[src/rtl/mdu_ctrl.sv]
// Multiply/divide sequencer beside EXE: owns HI/LO and runs fixed-latency multiplies
// and a 32-step radix-2 restoring divide, stalling EXE while a result is pending.
module mdu_ctrl #(
  parameter int unsigned MUL_LAT = 2
) (
  input  logic        clk,
  input  logic        rst_n,
  input  logic        op_valid,
  input  logic [5:0]  op,
  input  logic [31:0] in0,
  input  logic [31:0] in1,
  output logic        op_ready,
  input  logic        cancel,
  input  logic        rd_req,
  input  logic        rd_sel,
  output logic [31:0] rd_data,
  output logic        stall,
  output logic        busy,
  output logic        done,
  output logic [31:0] hi_out,
  output logic [31:0] lo_out
);

  localparam int unsigned W        = 32;
  localparam int unsigned OP_W     = 6;
  localparam int unsigned CNT_W    = 5;
  localparam int unsigned DIV_LAST = 31;

  typedef enum logic [1:0] {
    ST_IDLE = 2'd0,
    ST_MUL  = 2'd1,
    ST_DIV  = 2'd2,
    ST_FIX  = 2'd3
  } state_t;

  state_t         state;
  logic [CNT_W-1:0] cnt;
  logic [W-1:0]   hi;
  logic [W-1:0]   lo;
  logic [W-1:0]   src_a;
  logic [W-1:0]   src_b;
  logic [W-1:0]   quot;
  logic [W-1:0]   rem;
  logic           mul_signed;
  logic           neg_q;
  logic           neg_r;
  logic           div_zero;

  logic           op_legal;
  logic           accept;
  logic           is_mul;
  logic           is_div;
  logic           div_signed;
  logic           mul_last;
  logic           div_take;
  logic [W-1:0]   in0_mag;
  logic [W-1:0]   in1_mag;
  logic [W-1:0]   rem_nxt;
  logic [W-1:0]   q_fix;
  logic [W-1:0]   r_fix;
  logic [W:0]     div_shift;
  logic [2*W-1:0] ext_a;
  logic [2*W-1:0] ext_b;
  logic [2*W-1:0] product;

  // Acceptance, datapath helpers and EXE-facing status
  always_comb begin
    op_legal   = (|op) & ~(|(op & (op - OP_W'(1))));
    op_ready   = (state == ST_IDLE) & ~cancel;
    accept     = op_valid & op_ready & op_legal;
    is_mul     = op[0] | op[1];
    is_div     = op[2] | op[3];
    div_signed = op[2];

    in0_mag = (div_signed & in0[W-1]) ? W'(-in0) : in0;
    in1_mag = (div_signed & in1[W-1]) ? W'(-in1) : in1;

    // Sign-extending for MULT keeps the low 64 bits of an unsigned multiply exact
    ext_a   = {{W{mul_signed & src_a[W-1]}}, src_a};
    ext_b   = {{W{mul_signed & src_b[W-1]}}, src_b};
    product = ext_a * ext_b;

    div_shift = {rem, quot[W-1]};
    div_take  = div_shift >= {1'b0, src_b};
    rem_nxt   = div_take ? (div_shift[W-1:0] - src_b) : div_shift[W-1:0];
    q_fix     = neg_q ? W'(-quot) : quot;
    r_fix     = neg_r ? W'(-rem) : rem;

    mul_last = (state == ST_MUL) && (cnt == CNT_W'(MUL_LAT - 1));
    busy     = (state != ST_IDLE);
    done     = ~cancel & (mul_last | (state == ST_FIX));
    stall    = busy & (rd_req | op_valid);
    rd_data  = rd_sel ? hi : lo;
    hi_out   = hi;
    lo_out   = lo;
  end

  // Sequencer state, operand latches and architectural HI/LO
  always_ff @(posedge clk) begin
    if (!rst_n) begin
      state      <= ST_IDLE;
      cnt        <= '0;
      hi         <= '0;
      lo         <= '0;
      src_a      <= '0;
      src_b      <= '0;
      quot       <= '0;
      rem        <= '0;
      mul_signed <= 1'b0;
      neg_q      <= 1'b0;
      neg_r      <= 1'b0;
      div_zero   <= 1'b0;
    end else begin
      case (state)
        ST_IDLE: begin
          if (accept) begin
            if (op[4]) hi <= in0;
            if (op[5]) lo <= in0;
            if (is_mul) begin
              state      <= ST_MUL;
              cnt        <= '0;
              src_a      <= in0;
              src_b      <= in1;
              mul_signed <= op[0];
            end
            if (is_div) begin
              state    <= ST_DIV;
              cnt      <= '0;
              src_a    <= in0;
              src_b    <= in1_mag;
              quot     <= in0_mag;
              rem      <= '0;
              neg_q    <= div_signed & (in0[W-1] ^ in1[W-1]);
              neg_r    <= div_signed & in0[W-1];
              div_zero <= (in1 == '0);
            end
          end
        end
        ST_MUL: begin
          if (cancel) begin
            state <= ST_IDLE;
            cnt   <= '0;
          end else if (mul_last) begin
            hi    <= product[2*W-1:W];
            lo    <= product[W-1:0];
            state <= ST_IDLE;
            cnt   <= '0;
          end else begin
            cnt <= cnt + CNT_W'(1);
          end
        end
        ST_DIV: begin
          if (cancel) begin
            state <= ST_IDLE;
            cnt   <= '0;
          end else begin
            rem  <= rem_nxt;
            quot <= {quot[W-2:0], div_take};
            if (cnt == CNT_W'(DIV_LAST)) begin
              state <= ST_FIX;
              cnt   <= '0;
            end else begin
              cnt <= cnt + CNT_W'(1);
            end
          end
        end
        ST_FIX: begin
          // Divide-by-zero reports all-ones quotient and the raw dividend
          if (!cancel) begin
            lo <= div_zero ? '1 : q_fix;
            hi <= div_zero ? src_a : r_fix;
          end
          state <= ST_IDLE;
          cnt   <= '0;
        end
        default: begin
          state <= ST_IDLE;
          cnt   <= '0;
        end
      endcase
    end
  end

endmodule

[config.mk]
export PLATFORM = sky130hd
export DESIGN_NAME = mdu_ctrl
export DESIGN_NICKNAME = d
export VERILOG_FILES = /design/src/rtl/mdu_ctrl.sv
export SDC_FILE = /design/constraint.sdc
export NUM_CORES = 2
export LEC_CHECK = 0
export BUFFER_PORTS_ARGS = -buffer_cell sky130_fd_sc_hd__buf_2
export CAP_MARGIN = 30
export CORE_UTILIZATION = 40
export DETAILED_ROUTE_END_ITERATION = 16
export GPL_TIMING_DRIVEN = 0
export PLACE_DENSITY = 0.57
export SETUP_SLACK_MARGIN = 0.2
export SLEW_MARGIN = 20
export SYNTH_ARGS = -nofsm -noshare
export SYNTH_HDL_FRONTEND = slang
export SYNTH_SLANG_ARGS = --single-unit
export TNS_END_PERCENT = 100
[constraint.sdc]
create_clock -name clk -period 10.54 [get_ports clk]
set_input_delay 1.054 -clock clk [delete_from_list [all_inputs] [get_ports clk]]
set_output_delay 1.054 -clock clk [all_outputs]
set_load 0.005 [all_outputs]
==> impl_metrics.tcl <==
set metrics [dict create \
    hold_path_class "flop to flop" \
    syn-num-nets 7524 \
    cp_data_required_time_ns 10.94 \
    cts.clk_slew.worst_paths_ns 0.07 \
    crit_family "adder cells" \
    slowest_stage "clkbuf_1" \
    drt_iter0_drc 4738 \
    portBuffers 164 \
    grt_max_degree 25 \
    postCtsHoldBufs 0 \
    hpwl_um 183000 \
    yosysSeqAreaShare_pct 7.85 \
    synth_top_area_share_pct 43.5 \
    worstPathMaxFanout 10 \
    finalHoldViolCount 0 \
    drv_cap 0 \
    powerDensity_nw_per_um2 75.3 \
    fp.dieW_um 362 \
    viasPerCell 5.55 \
    p_comb_share_pct 51.2 \
    cts_setup_buffers 0 \
    die-height_um 362 \
    routedWlPerCell_um 26.5 \
    synth-edff-count 0 \
    vias 44800 \
    synth_seq_cells 203 \
    ys_warn_count 0 \
    remaining_drc_errors 0 \
    crit_buf_inv 8 \
    grtUsageTotal_pct 32.9 \
    cts_root_buf "clkbuf_16" \
    path_class "flop to flop" \
    place_area_um2 55300 \
    slew_headroom_pct 25.2 \
    start_kind "flop" \
    final_cells 8068 \
    worstSetupEndpointType "flop" \
    io-pin-count 176 \
    synth_common_cells "inv_1, fa_1, nand2_1" \
    worst_path_most_repeated_cell "fa_1" \
    fin_nets 7766 \
    switching_share_pct 48.6 \
    antenna_found_initial 27 \
    dieArea_um2 131000 \
    grt_pass1_wl_um 310000 \
    power_switching_w 0.00206 \
    finalHoldWorstSlack_ns 0.487 \
    detail-route-antenna-nets 0 \
    ir_drop_v 0.000124 \
    slowest_delay_ns 0.80 \
    leakage_nw 26.2 \
    clock_latency_ns 0.55 \
    ys.flop_type "dfxtp_1" \
    finalInstanceArea_um2 56300 \
    numCtsBuffers 24 \
    setup_viol 0 \
    slew_violations 0 \
    initial_utilization_pct 40.5 \
    grt_pass1_vias 44700 \
    clock_path_buffers 3 \
    core-area_um2 128000 \
    internal_power_w 0.00218 \
    first_pass_iters 8 \
    drive_above_1_share_pct 5.72 \
    synthArstFlopShare_pct 0 \
    synthCells 6066 \
    rows 131 \
    outcome "finished clean" \
    cts_tree "built" \
    gp_congestion 1.01 \
    arrival_ns 10.45 \
    synth_area_leaders "fa_1, inv_1, dfxtp_1" \
    htree_levels 1 \
    clkPwrFrac_pct 21.1 \
    synth.most_common_cell "inv_1" \
    avgSynthCellArea_um2 8.54 \
    area_delta_synth_final_pct 8.67 \
    yosysUniqueCellTypes 76 \
    max_freq_mhz 99.5 \
    finalWirelength_um 214000 \
    dp_cells 8003 \
    sequentialPowerShare_pct 27.7 \
    fin_crit_sh_pct 95.4 \
    rsz0062_at_grt "no" \
    synth_top_area_cell "fa_1" \
    cts_sinks 203 \
    syn_area_um2 51800 \
    min_period_ns 10.05 \
    gr-total-overflow 0 \
    worstMarginPinSlew_ns 1.12 \
    clock_skew_ns 0.0171 \
]
-- per-layer routing --
layer | vias up | routed length [um] | global-route usage (%) | part of all wire, %
met4 | 6 | 12500 | 16.3 | 5.9
met3 | 443 | 20900 | 5.71 | 9.8
met2 | 2319 | 94200 | 49.9 | 44
li1 | 19100 | - | - | -
met1 | 22900 | 86200 | 45.2 | 40
met5 | - | 42 | 0 | 0.020
-- worst paths after layout --
check,start,end,slack [ns],depth (start not counted)
worst max-delay path,src_a[29]$_SDFFE_PN0P_,hi_out[21]$_SDFFE_PN0P_,0.49,27
worst min-delay path,cnt[4]$_SDFFE_PN0P_,cnt[4]$_SDFFE_PN0P_,0.49,2
worst max register to register,src_a[29]$_SDFFE_PN0P_,hi_out[21]$_SDFFE_PN0P_,0.49,27
worst min register to register,cnt[4]$_SDFFE_PN0P_,cnt[4]$_SDFFE_PN0P_,0.49,2
-- power groups by stage --
stage	logic (W)	clock network (W)	registers [W]
floorplan	0.00125	0	0.00108
global placement	0.00205	0	0.00118
detailed placement	0.00207	0	0.00118
CTS	0.00208	0.000882	0.00116
global route	0.00229	0.000919	0.00117
finish	0.00217	0.000894	0.00117
-- registers in the layout, indices dropped and copies added (netlist names) --
register / flops
neg_r: 1
state: 2
div_zero: 1
hi_out: 32
quot: 32
src_b: 32
lo_out: 32
src_a: 32
cnt: 5
rem: 32
neg_q: 1
mul_signed: 1
-- worst register-to-register path, cell delays in order, from the launching register on --
cell,delay (ns)
dfxtp_1,0.30
clkbuf_1,0.80
clkbuf_1,0.80
nand2_1,0.21
fa_1,0.58
inv_1,0.05
fa_1,0.50
inv_1,0.05
fa_1,0.50
inv_1,0.05
fa_1,0.46
fa_1,0.50
fa_1,0.46
fa_1,0.51
inv_1,0.05
fa_1,0.52
inv_1,0.05
ha_1,0.27
clkbuf_1,0.36
a21oi_1,0.22
o21ai_0,0.32
a221oi_1,0.21
o21ai_0,0.75
a21oi_1,0.32
o211ai_1,0.31
o22ai_1,0.14
o21ai_0,0.47
a31oi_1,0.15
-- cells in the final DEF, fill, tap and decap left out, drive strengths merged, types with 23 or more instances in the layout --
cell type and count:
mux2i 28, or3 23, and3 37, nand4 23, and2 358, a31oi 34
dfxtp 203, nand3 32, buf 226, fa 1126, a21o 37, nor2 163
ha 256, clkbuf 421, mux2 40, a221oi 24, xnor2 115, o31ai 40
inv 1183, xor2 85, nor3 36, a21oi 211, o21ai 250, a211oi 46
nand2 1033
-- cell type report --
class	count	area, um^2
Sequential cell	203	4060
Tap cell	1729	2160
Antenna cell	14	35.0
Inverter	1184	4440
Clock buffer	32	702
Multi-Input combinational cell	4280	41800
Fill cell	13000	71700
Buffer	399	1530
Timing Repair Buffer	216	1440
Clock inverter	11	108
-- repair_timing --
item	4_1_cts	5_1_grt
setup endpoints to repair	8	7
gates resized for setup	4	7
hold endpoints to repair	0	0
gates cloned	0	0
-- logic make-up (layout without fill, tap and decap cells) --
kind of cell    Yosys count  in the layout  share of synthesized area, %
compound gates          820            820                          10.1
xor+xnor                200            200                          3.38
fa+ha+maj              1383           1383                          49.7
buf+inv                1583           1842                          11.5
flops                   203            203                          7.85
mux                      68             68                          1.41
other cells               0             14                             0
simple gates           1809           1809                          16.1
-- metrics by stage --
stage	util (%)	setup TNS (ns)	setup WS (ns)	power, W
4_1_cts	43.9	0	0.366	0.00413
5_1_grt	43.9	0	0.202	0.00438
3_5_place_dp	43.2	-0.692	-0.242	0.00325
6_report	44.0	0	0.490	0.00424
3_3_place_gp	42.8	-0.500	-0.171	0.00322
2_1_floorplan	-	0	2.50	0.00232
Power figures use the tool's default switching activity.
